[src/rtl/fuzz_reg_ring_if.sv]
// fuzz_reg_ring_if: control/observe bundle between fuzzer
// control and the register ring.
interface fuzz_reg_ring_if #(
  parameter int WIDTH = 8,
  parameter int CNT_W = 16
);
  logic             load_valid;
  logic [WIDTH-1:0] load_data;
  logic             load_ready;
  logic             start;
  logic [1:0]       mode;
  logic [CNT_W-1:0] steps;
  logic             stop;
  logic [WIDTH-1:0] q;
  logic             busy;
  logic             done;

  modport master (
    output load_valid, load_data, start, mode, steps, stop,
    input  load_ready, q, busy, done
  );

  modport slave (
    input  load_valid, load_data, start, mode, steps, stop,
    output load_ready, q, busy, done
  );
endinterface

[src/rtl/fuzz_reg_ring.sv]
// fuzz_reg_ring: WIDTH-bit feedback register bank stepped a
// programmed number of cycles in hold/rotate/LFSR/increment.
module fuzz_reg_ring #(
  parameter int               WIDTH     = 8,
  parameter int               CNT_W     = 16,
  parameter logic [WIDTH-1:0] LFSR_TAPS = WIDTH'(8'hB8),
  parameter logic [WIDTH-1:0] RESET_VAL = '0
) (
  input logic CLK,
  input logic LSR,
  fuzz_reg_ring_if.slave ctl
);

  typedef enum logic [1:0] {
    ST_IDLE,
    ST_RUN,
    ST_DONE
  } state_t;

  state_t           r_state;
  state_t           w_state_nxt;
  logic [WIDTH-1:0] r_q;
  logic [WIDTH-1:0] w_q_nxt;
  logic [WIDTH-1:0] w_step_q;
  logic [CNT_W-1:0] r_cnt;
  logic [CNT_W-1:0] w_cnt_nxt;
  logic [CNT_W-1:0] r_steps;
  logic [CNT_W-1:0] w_steps_nxt;
  logic [1:0]       r_mode;
  logic [1:0]       w_mode_nxt;
  logic             r_busy;
  logic             r_done;
  logic             w_fb;

  assign w_fb = ^(r_q & LFSR_TAPS);

  // one feedback step of the bank under the latched mode
  always_comb begin
    w_step_q = r_q;
    unique case (r_mode)
      2'd0: w_step_q = r_q;
      2'd1: w_step_q = (r_q << 1) | (r_q >> (WIDTH - 1));
      2'd2: w_step_q = (r_q << 1) | WIDTH'(w_fb);
      2'd3: w_step_q = r_q + WIDTH'(1);
    endcase
  end

  // next-state and datapath decisions for IDLE/RUN/DONE
  always_comb begin
    w_state_nxt = r_state;
    w_q_nxt     = r_q;
    w_cnt_nxt   = r_cnt;
    w_mode_nxt  = r_mode;
    w_steps_nxt = r_steps;
    unique case (r_state)
      ST_IDLE: begin
        if (ctl.load_valid) begin
          w_q_nxt = ctl.load_data;
        end else if (ctl.start) begin
          if (ctl.steps == '0) begin
            w_state_nxt = ST_DONE;
          end else begin
            w_state_nxt = ST_RUN;
            w_mode_nxt  = ctl.mode;
            w_steps_nxt = ctl.steps;
            w_cnt_nxt   = '0;
          end
        end
      end
      ST_RUN: begin
        if (ctl.stop) begin
          w_state_nxt = ST_DONE;
        end else begin
          w_q_nxt   = w_step_q;
          w_cnt_nxt = r_cnt + CNT_W'(1);
          if (w_cnt_nxt == r_steps) begin
            w_state_nxt = ST_DONE;
          end
        end
      end
      ST_DONE: w_state_nxt = ST_IDLE;
      default: w_state_nxt = ST_IDLE;
    endcase
  end

  // state, bank and registered status outputs
  always_ff @(posedge CLK or posedge LSR) begin
    if (LSR) begin
      r_state <= ST_IDLE;
      r_q     <= RESET_VAL;
      r_cnt   <= '0;
      r_steps <= '0;
      r_mode  <= '0;
      r_busy  <= 1'b0;
      r_done  <= 1'b0;
    end else begin
      r_state <= w_state_nxt;
      r_q     <= w_q_nxt;
      r_cnt   <= w_cnt_nxt;
      r_steps <= w_steps_nxt;
      r_mode  <= w_mode_nxt;
      r_busy  <= (w_state_nxt == ST_RUN);
      r_done  <= (w_state_nxt == ST_DONE);
    end
  end

  assign ctl.q          = r_q;
  assign ctl.busy       = r_busy;
  assign ctl.done       = r_done;
  assign ctl.load_ready = (r_state == ST_IDLE);

endmodule
[src/flat_wrapper.sv]
// flat-port wrapper written by rule: the top's interface ports become plain ports
module fuzz_reg_ring_flat 
#(
  parameter int               WIDTH     = 8,
  parameter int               CNT_W     = 16,
  parameter logic [WIDTH-1:0] LFSR_TAPS = WIDTH'(8'hB8),
  parameter logic [WIDTH-1:0] RESET_VAL = '0
)
  (CLK, LSR, ctl_load_valid, ctl_load_data, ctl_start, ctl_mode, ctl_steps, ctl_stop, ctl_load_ready, ctl_q, ctl_busy, ctl_done);
  fuzz_reg_ring_if #(.WIDTH(WIDTH), .CNT_W(CNT_W)) ctl_i ();
  input logic CLK;
  input logic LSR;
  input wire logic [$bits(ctl_i.load_valid)-1:0] ctl_load_valid;
  input wire logic [$bits(ctl_i.load_data)-1:0] ctl_load_data;
  input wire logic [$bits(ctl_i.start)-1:0] ctl_start;
  input wire logic [$bits(ctl_i.mode)-1:0] ctl_mode;
  input wire logic [$bits(ctl_i.steps)-1:0] ctl_steps;
  input wire logic [$bits(ctl_i.stop)-1:0] ctl_stop;
  output wire logic [$bits(ctl_i.load_ready)-1:0] ctl_load_ready;
  output wire logic [$bits(ctl_i.q)-1:0] ctl_q;
  output wire logic [$bits(ctl_i.busy)-1:0] ctl_busy;
  output wire logic [$bits(ctl_i.done)-1:0] ctl_done;
  assign ctl_i.load_valid = ctl_load_valid;
  assign ctl_i.load_data = ctl_load_data;
  assign ctl_i.start = ctl_start;
  assign ctl_i.mode = ctl_mode;
  assign ctl_i.steps = ctl_steps;
  assign ctl_i.stop = ctl_stop;
  assign ctl_load_ready = ctl_i.load_ready;
  assign ctl_q = ctl_i.q;
  assign ctl_busy = ctl_i.busy;
  assign ctl_done = ctl_i.done;
  fuzz_reg_ring #(.WIDTH(WIDTH), .CNT_W(CNT_W), .LFSR_TAPS(LFSR_TAPS), .RESET_VAL(RESET_VAL)) u_core (.CLK(CLK), .LSR(LSR), .ctl(ctl_i));
endmodule
[config.mk]
export PLATFORM = sky130hd
export DESIGN_NAME = fuzz_reg_ring_flat
export DESIGN_NICKNAME = d
export VERILOG_FILES = /design/src/rtl/fuzz_reg_ring_if.sv /design/src/rtl/fuzz_reg_ring.sv /design/src/flat_wrapper.sv
export SDC_FILE = /design/constraint.sdc
export NUM_CORES = 1
export LEC_CHECK = 0
export ABC_AREA = 1
export BUFFER_PORTS_ARGS = -buffer_cell sky130_fd_sc_hd__buf_4
export CORE_ASPECT_RATIO = 2
export CORE_UTILIZATION = 52
export CTS_CLUSTER_DIAMETER = 150
export DETAILED_ROUTE_END_ITERATION = 6
export HOLD_SLACK_MARGIN = 0.05
export PLACE_DENSITY = 0.87
export SLEW_MARGIN = 20
export SYNTH_ARGS = -nofsm -noshare
export SYNTH_HDL_FRONTEND = slang
export SYNTH_SLANG_ARGS = --single-unit
[constraint.sdc]
create_clock -name CLK -period 1.7 [get_ports CLK]
set_input_delay 0.34 -clock CLK [delete_from_list [all_inputs] [get_ports CLK]]
set_output_delay 0.34 -clock CLK [all_outputs]
set_load 0.02 [all_outputs]
# Word level (Yosys, flattened, before mapping)
# Index checks and enable logic that the tools add are counted.
dict set report op_classes {
  eq_ne 13
  bitwise 4
  n_mux 15
  n_reduce_logical 8
  addsub 2
}
# op n
set op_table {}
lappend op_table {{2-to-1 mux 16 bit} 4}
lappend op_table {{case mux 16 bit (2 select lines)} 1}
lappend op_table {{case mux 8 bit (3 select lines)} 1}
lappend op_table {{adder 16 x 1 -> 16 bit (second input constant)} 1}
lappend op_table {{equality test 16 bit} 1}
lappend op_table {{logical NOT 16 bit} 1}
lappend op_table {{2-to-1 mux 8 bit} 2}
lappend op_table {{bitwise OR 8 x 1 -> 8 bit} 2}
lappend op_table {{case mux 8 bit (2 select lines)} 1}
lappend op_table {{inequality test 2 bit (second input constant)} 6}
lappend op_table {{2-to-1 mux 2 bit} 5}
lappend op_table {{adder 8 x 1 -> 8 bit (second input constant)} 1}
lappend op_table {{AND reduction 4 bit} 2}
lappend op_table {{parity 8 bit} 1}
lappend op_table {{equality test 2 x 1 -> 1 bit (second input constant)} 3}
lappend op_table {{equality test 2 bit (second input constant)} 3}
lappend op_table {{AND reduction 5 bit} 1}
lappend op_table {{logical NOT 2 bit} 2}
lappend op_table {{case mux 2 bit (2 select lines)} 1}
lappend op_table {{NOT 1 bit} 2}
lappend op_table {{nonzero test 2 bit} 1}
dict set report totals {
  wordCells 49
  out_inout_bits 11
  input_bits 31
  ff_bits 46
}

# Longest topological paths before layout
dict set report depth {
  ltp_word 6
  ltp_mapped 15
  depth_no_buf 15
}

# Least setup slack after synthesis
# Ideal clock, no wire load.
dict set report synth_timing {
  path_type {flip-flop to flip-flop}
  start {register u_core.r_cnt[0]}
  end {register u_core.r_busy, in the netlist u_core.ctl.busy}
  path_slack_ps 52
  path_stages_with_launch 15
  arrival_ps 1518
  synth_period_minus_slack_ps 1648
  required_time_ps 1570
  path_buffers 0
  setup_time_ps 130
  path_cell_list {dfrtp_1 > ha_1 > nand2_1 > nor2_4 > nand2_1 > nand2_1 > nand2_1 > nand2_1 > nand2_1 > nor2_1 > nand3_1 > nor2_1 > nand2_1 > nand2_1 > nand2_1}
}
dict set report synth_between {
  elab_chain_len 6
}
# item line
set synth_lines {}
lappend synth_lines {{from (decl)} fuzz_reg_ring.sv:25} ;# logic [CNT_W-1:0] r_cnt;
lappend synth_lines {{from (signal assigned)} fuzz_reg_ring.sv:99} ;# r_cnt <= w_cnt_nxt;
lappend synth_lines {{adder 16 x 1 -> 16 bit} fuzz_reg_ring.sv:75} ;# w_cnt_nxt = r_cnt + CNT_W'(1);
lappend synth_lines {{equality test 16 bit} fuzz_reg_ring.sv:76} ;# if (w_cnt_nxt == r_steps) begin
lappend synth_lines {{2-to-1 mux 2 bit} fuzz_reg_ring.sv:76}
lappend synth_lines {{2-to-1 mux 2 bit} fuzz_reg_ring.sv:71} ;# if (ctl.stop) begin
lappend synth_lines {{case mux 2 bit (2 select lines)} fuzz_reg_ring.sv:55} ;# unique case (r_state)
lappend synth_lines {{equality test 2 x 1 -> 1 bit} fuzz_reg_ring.sv:102} ;# r_busy <= (w_state_nxt == ST_RUN);
lappend synth_lines {{to (signal assigned)} fuzz_reg_ring.sv:102}
lappend synth_lines {{to (decl)} fuzz_reg_ring.sv:31} ;# logic r_busy;
# Every way passes these cells.
# A chain may end at the register's enable or synchronous reset.

# Final worst setup path
dict set report layout_timing {
  start {register u_core.r_cnt[0]}
  end {register u_core.r_state[0]}
}
dict set report layout_between {
  elab_chain_len 5
}
# item line
set layout_lines {}
lappend layout_lines {{adder 16 x 1 -> 16 bit} fuzz_reg_ring.sv:75}
lappend layout_lines {{equality test 16 bit} fuzz_reg_ring.sv:76}
lappend layout_lines {{2-to-1 mux 2 bit} fuzz_reg_ring.sv:76}
lappend layout_lines {{2-to-1 mux 2 bit} fuzz_reg_ring.sv:71}
lappend layout_lines {{case mux 2 bit (2 select lines)} fuzz_reg_ring.sv:55}
lappend layout_lines {{named net u_core.w_state_nxt[0]} fuzz_reg_ring.sv:21} ;# state_t w_state_nxt;
lappend layout_lines {{to (signal assigned)} fuzz_reg_ring.sv:97} ;# r_state <= w_state_nxt;
lappend layout_lines {{to (decl)} fuzz_reg_ring.sv:20} ;# state_t r_state;
# The timed path passes the listed nets, and every way through them passes these cells.

==> summary.txt <==
Power
  – Max VDD drop: around 0.00094 V
  – Reg power frac: between 30% and 40%
  – Internal power: between 2 and 2.5 mW
  – Static leakage: 1.945 nW
  – Combinational share of power: slightly above 40%
  – Clock power share: ~20%
  – Switching part of the total: between 30% and 40%
  – Total design power: between 3 and 4 mW
  – Pwr dens: just over 1000 nW/um2
  – NetSw: 1.533 mW

Route
  – Final WL: between 8000 and 9000 um
  – Avg WL per Cell: about 16 um
  – # DRC: 0
  – Total number of vias: 3241
  – Initial DRC count: roughly 140
  – DR vias/cell: between 5 and 6
  – Post-route ant nets: 0
  – TritonRoute pass-1 iters: 5

Placed design
  – GPL Wtd Cong: about 0.94
  – DP HPWL: approximately 6500 um
  – Cell Area, Placed: approximately 3600 um2
  – Buffers on Ports: 41
  – Pre-CTS setup slack: -0.2640 ns
  – Placed instance count: roughly 550

STA
  – Clock Skew: 0.004038 ns
  – Final setup vio count: 4
  – Unrepaired setup endpoints after global routing: yes
  – Worst setup margin: -0.1683 ns
  – Final Cycle Share: 109.9%
  – Worst slew pin tran: 0.4248 ns
  – Count of final max-slew check failures: 0
  – Top achievable clock speed: about 540 MHz
  – Final hold vios: 0
  – Minimum clock period: around 1.9 ns
  – Final setup TNS: -0.6280 ns
  – Slew margin rel.: 71.64%
  – Hold WS: 0.2802 ns

Critical path
  – Slowest CP cell: dfrtp_1
  – Worst Setup EP: u_core.r_state[0]
  – Startpoint types: flop
  – Most used cell, CP: nand2_1
  – RR Startpoint: u_core.r_cnt[0]
  – Critical Path Start: u_core.r_cnt[0]
  – Cell family with most CP delay: simple AND/OR/NAND/NOR gates
  – CP Cell Sequence: buf_6, inv_4, nor2_4, buf_6, nand3_1, nand2_1, nand3_1, nand2_1, nand2_1, nor2_1, nand2_1, nand2_1, nand2_1
  – Crit-path max FO: 8
  – Worst setup path class: reg -> reg
  – FF-to-FF End: u_core.r_state[0]
  – CP Depth: 13
  – Largest stage delay, worst path: between 0.4 and 0.5 ns
  – Crit path required time: 1.91 ns
  – Arr. time, crit path: 2.08 ns
  – CP Buf/Inv Count: 3
  – Critical path capture point type: flop
  – Worst reg2reg path depth: 13
  – R2R setup slack: -0.17 ns

Die
  – Die Area: slightly below 6000 um2
  – Num rows: 38
  – Area of the core: around 5400 um2
  – Die height: approximately 110 um
  – Die width: between 50 and 60 um
  – I/O pin cnt: between 40 and 50
  – Initial core utilization: 53.47%

Finish
  – Area Growth Syn to Fin: 36.19%
  – Net count, final: around 540
  – Commonest non-fill, non-tap cells in the layout: nand2_1, buf_4, inv_1, dfrtp_1, nor2_1
  – Layout cells sized above 1: around 29%
  – Post-layout instance count excluding filler cells: around 560
  – Diode count: 0
  – Most common cell after layout, fill and taps aside: nand2_1
  – Design area: approximately 3900 um2
  – Finished Core Util: between 70% and 80%

Yosys
  – Ranking of synthesized cells by area: dfrtp_1, nand2_1, inv_1
  – Synth Flop Type: dfrtp_1
  – FF+latch count, synth: 46
  – Synth Cell Area: 2873 um2
  – Mapped Cells: 412
  – EDFF count, synth: 0
  – Post-synth top area cell: dfrtp_1
  – Synth top area share: between 40 and 50%
  – Seq/Total Area, Yosys: 40.07%
  – Synth Warn #: 0
  – Syn Nets: between 400 and 500
  – Asr flop ratio synth: between 90% and 100%
  – Mean Syn Cell Area: roughly 7.0 um2
  – Synth unique cells: 30

Global route
  – GRT Overall Usage: 34.34%
  – Grt total ovfl: 0
  – Vias in the first global route: 3217
  – Largest net degree at the start of global routing: 30
  – Global-route wire length before repair: approximately 14000 um
  – Initial antenna violation count: 0

Clock network
  – Clk pin slew, worst setup/hold paths: around 0.080 ns
  – TritonCTS Buffers: 5
  – H-Tree Depth: 2
  – Clock root buffer: clkbuf_8
  – CTS tree: yes
  – Maximum root-to-sink buffer count: 2
  – Clock latency on the worst-skew pair: 0.31 ns
  – Clock Sink Count: 46

Run
  – Max cap viols: 0

Worst hold path
  – Hold path cells: 3
  – Worst hold path type: in -> reg

Status
  – Status: finished with violations
  – Violated checks: negative setup slack
power by group through the flow:
stage	Sequential [mW]	Combinational [mW]	Clock, mW
3_5_place_dp	1.52	1.48	0
5_1_grt	1.58	1.78	0.848
6_report	1.54	1.61	0.789
2_1_floorplan	1.61	0.794	0
4_1_cts	1.52	1.52	0.802
3_3_place_gp	1.51	1.43	0
registers in the layout, summed over array words and instances, names as in the netlist:
register and cells:
u_core.ctl.busy 1, u_core.ctl.done 1, u_core.ctl.q 8, u_core.r_cnt 16, u_core.r_mode 2, u_core.r_state 2, u_core.r_steps 16
cells by family (layout without fill, tap and decap cells):
kind of cell / after synthesis / in the layout / share of synthesized area (%)
simple gates: 218 / 219 / 33.49
buf+inv: 69 / 158 / 9.146
compound gates: 70 / 70 / 13.68
flops: 46 / 46 / 40.07
xor+xnor: 6 / 6 / 2.309
fa+ha+maj: 3 / 3 / 1.307
routing by layer:
layer	wire length [um]	up-vias	global-route usage, %	share of wire [%]
li1	-	1528	-	-
met5	0	-	0	0
met3	473	56	7.801	5.3
met2	4906	137	61.59	55
met1	2885	1520	30.65	32
met4	697	0	24.36	7.8
worst reg2reg max path: stages (launching register included):
cell and delay [ns]:
dfrtp_1 0.42, buf_6 0.14, inv_4 0.04, nor2_4 0.25
buf_6 0.15, nand3_1 0.09, nand2_1 0.12, nand3_1 0.10
nand2_1 0.10, nand2_1 0.06, nor2_1 0.12, nand2_1 0.06
nand2_1 0.07, nand2_1 0.05
layout make-up:
cell class | instances | area (um2)
Multi-Input combinational cell | 298 | 1623
Tap cell | 60 | 75.07
Inverter | 61 | 231.5
Sequential cell | 46 | 1154
Clock buffer | 8 | 110.1
Timing Repair Buffer | 89 | 719.4
Fill cell | 412 | 1460
worst min path at each step:
stage	slack (ns)	to	from
5_1_grt	0.29	u_core.r_steps[4]	ctl_steps[4]
3_3_place_gp	0.37	u_core.ctl.q[1]	LSR
3_5_place_dp	0.37	u_core.ctl.q[1]	LSR
4_1_cts	0.28	u_core.r_steps[9]	ctl_steps[9]
6_report	0.28	u_core.r_steps[4]	ctl_steps[4]
2_1_floorplan	0.47	u_core.r_steps[2]	u_core.r_steps[2]
synthesized netlist by cell type, types with 2 or more instances:
cell and number:
clkbuf_1 5, nor2_1 41, ha_1 3, buf_2 3, nor2_4 4, inv_1 59, dfrtp_1 46, o21ai_0 26
o211ai_1 5, nor4_1 4, nand2_2 4, nor3_1 2, nand4_1 10, o22ai_1 8, a21oi_1 23, xnor2_1 2
a22oi_1 4, nand2_1 108, nand3_1 41, nor2_2 2, xor2_1 3
what timing repair did:
item / 4_1_cts / 5_1_grt
resized for setup: 20 / 29
pin swaps: 13 / 22
setup buffers: 4 / 1
gates cloned: 1 / 0
endpoints found under the hold margin: 18 / 0
setup endpoints to repair: 4 / 13
hold buffers: 1 / 0
(Power assumes the default switching activity.)
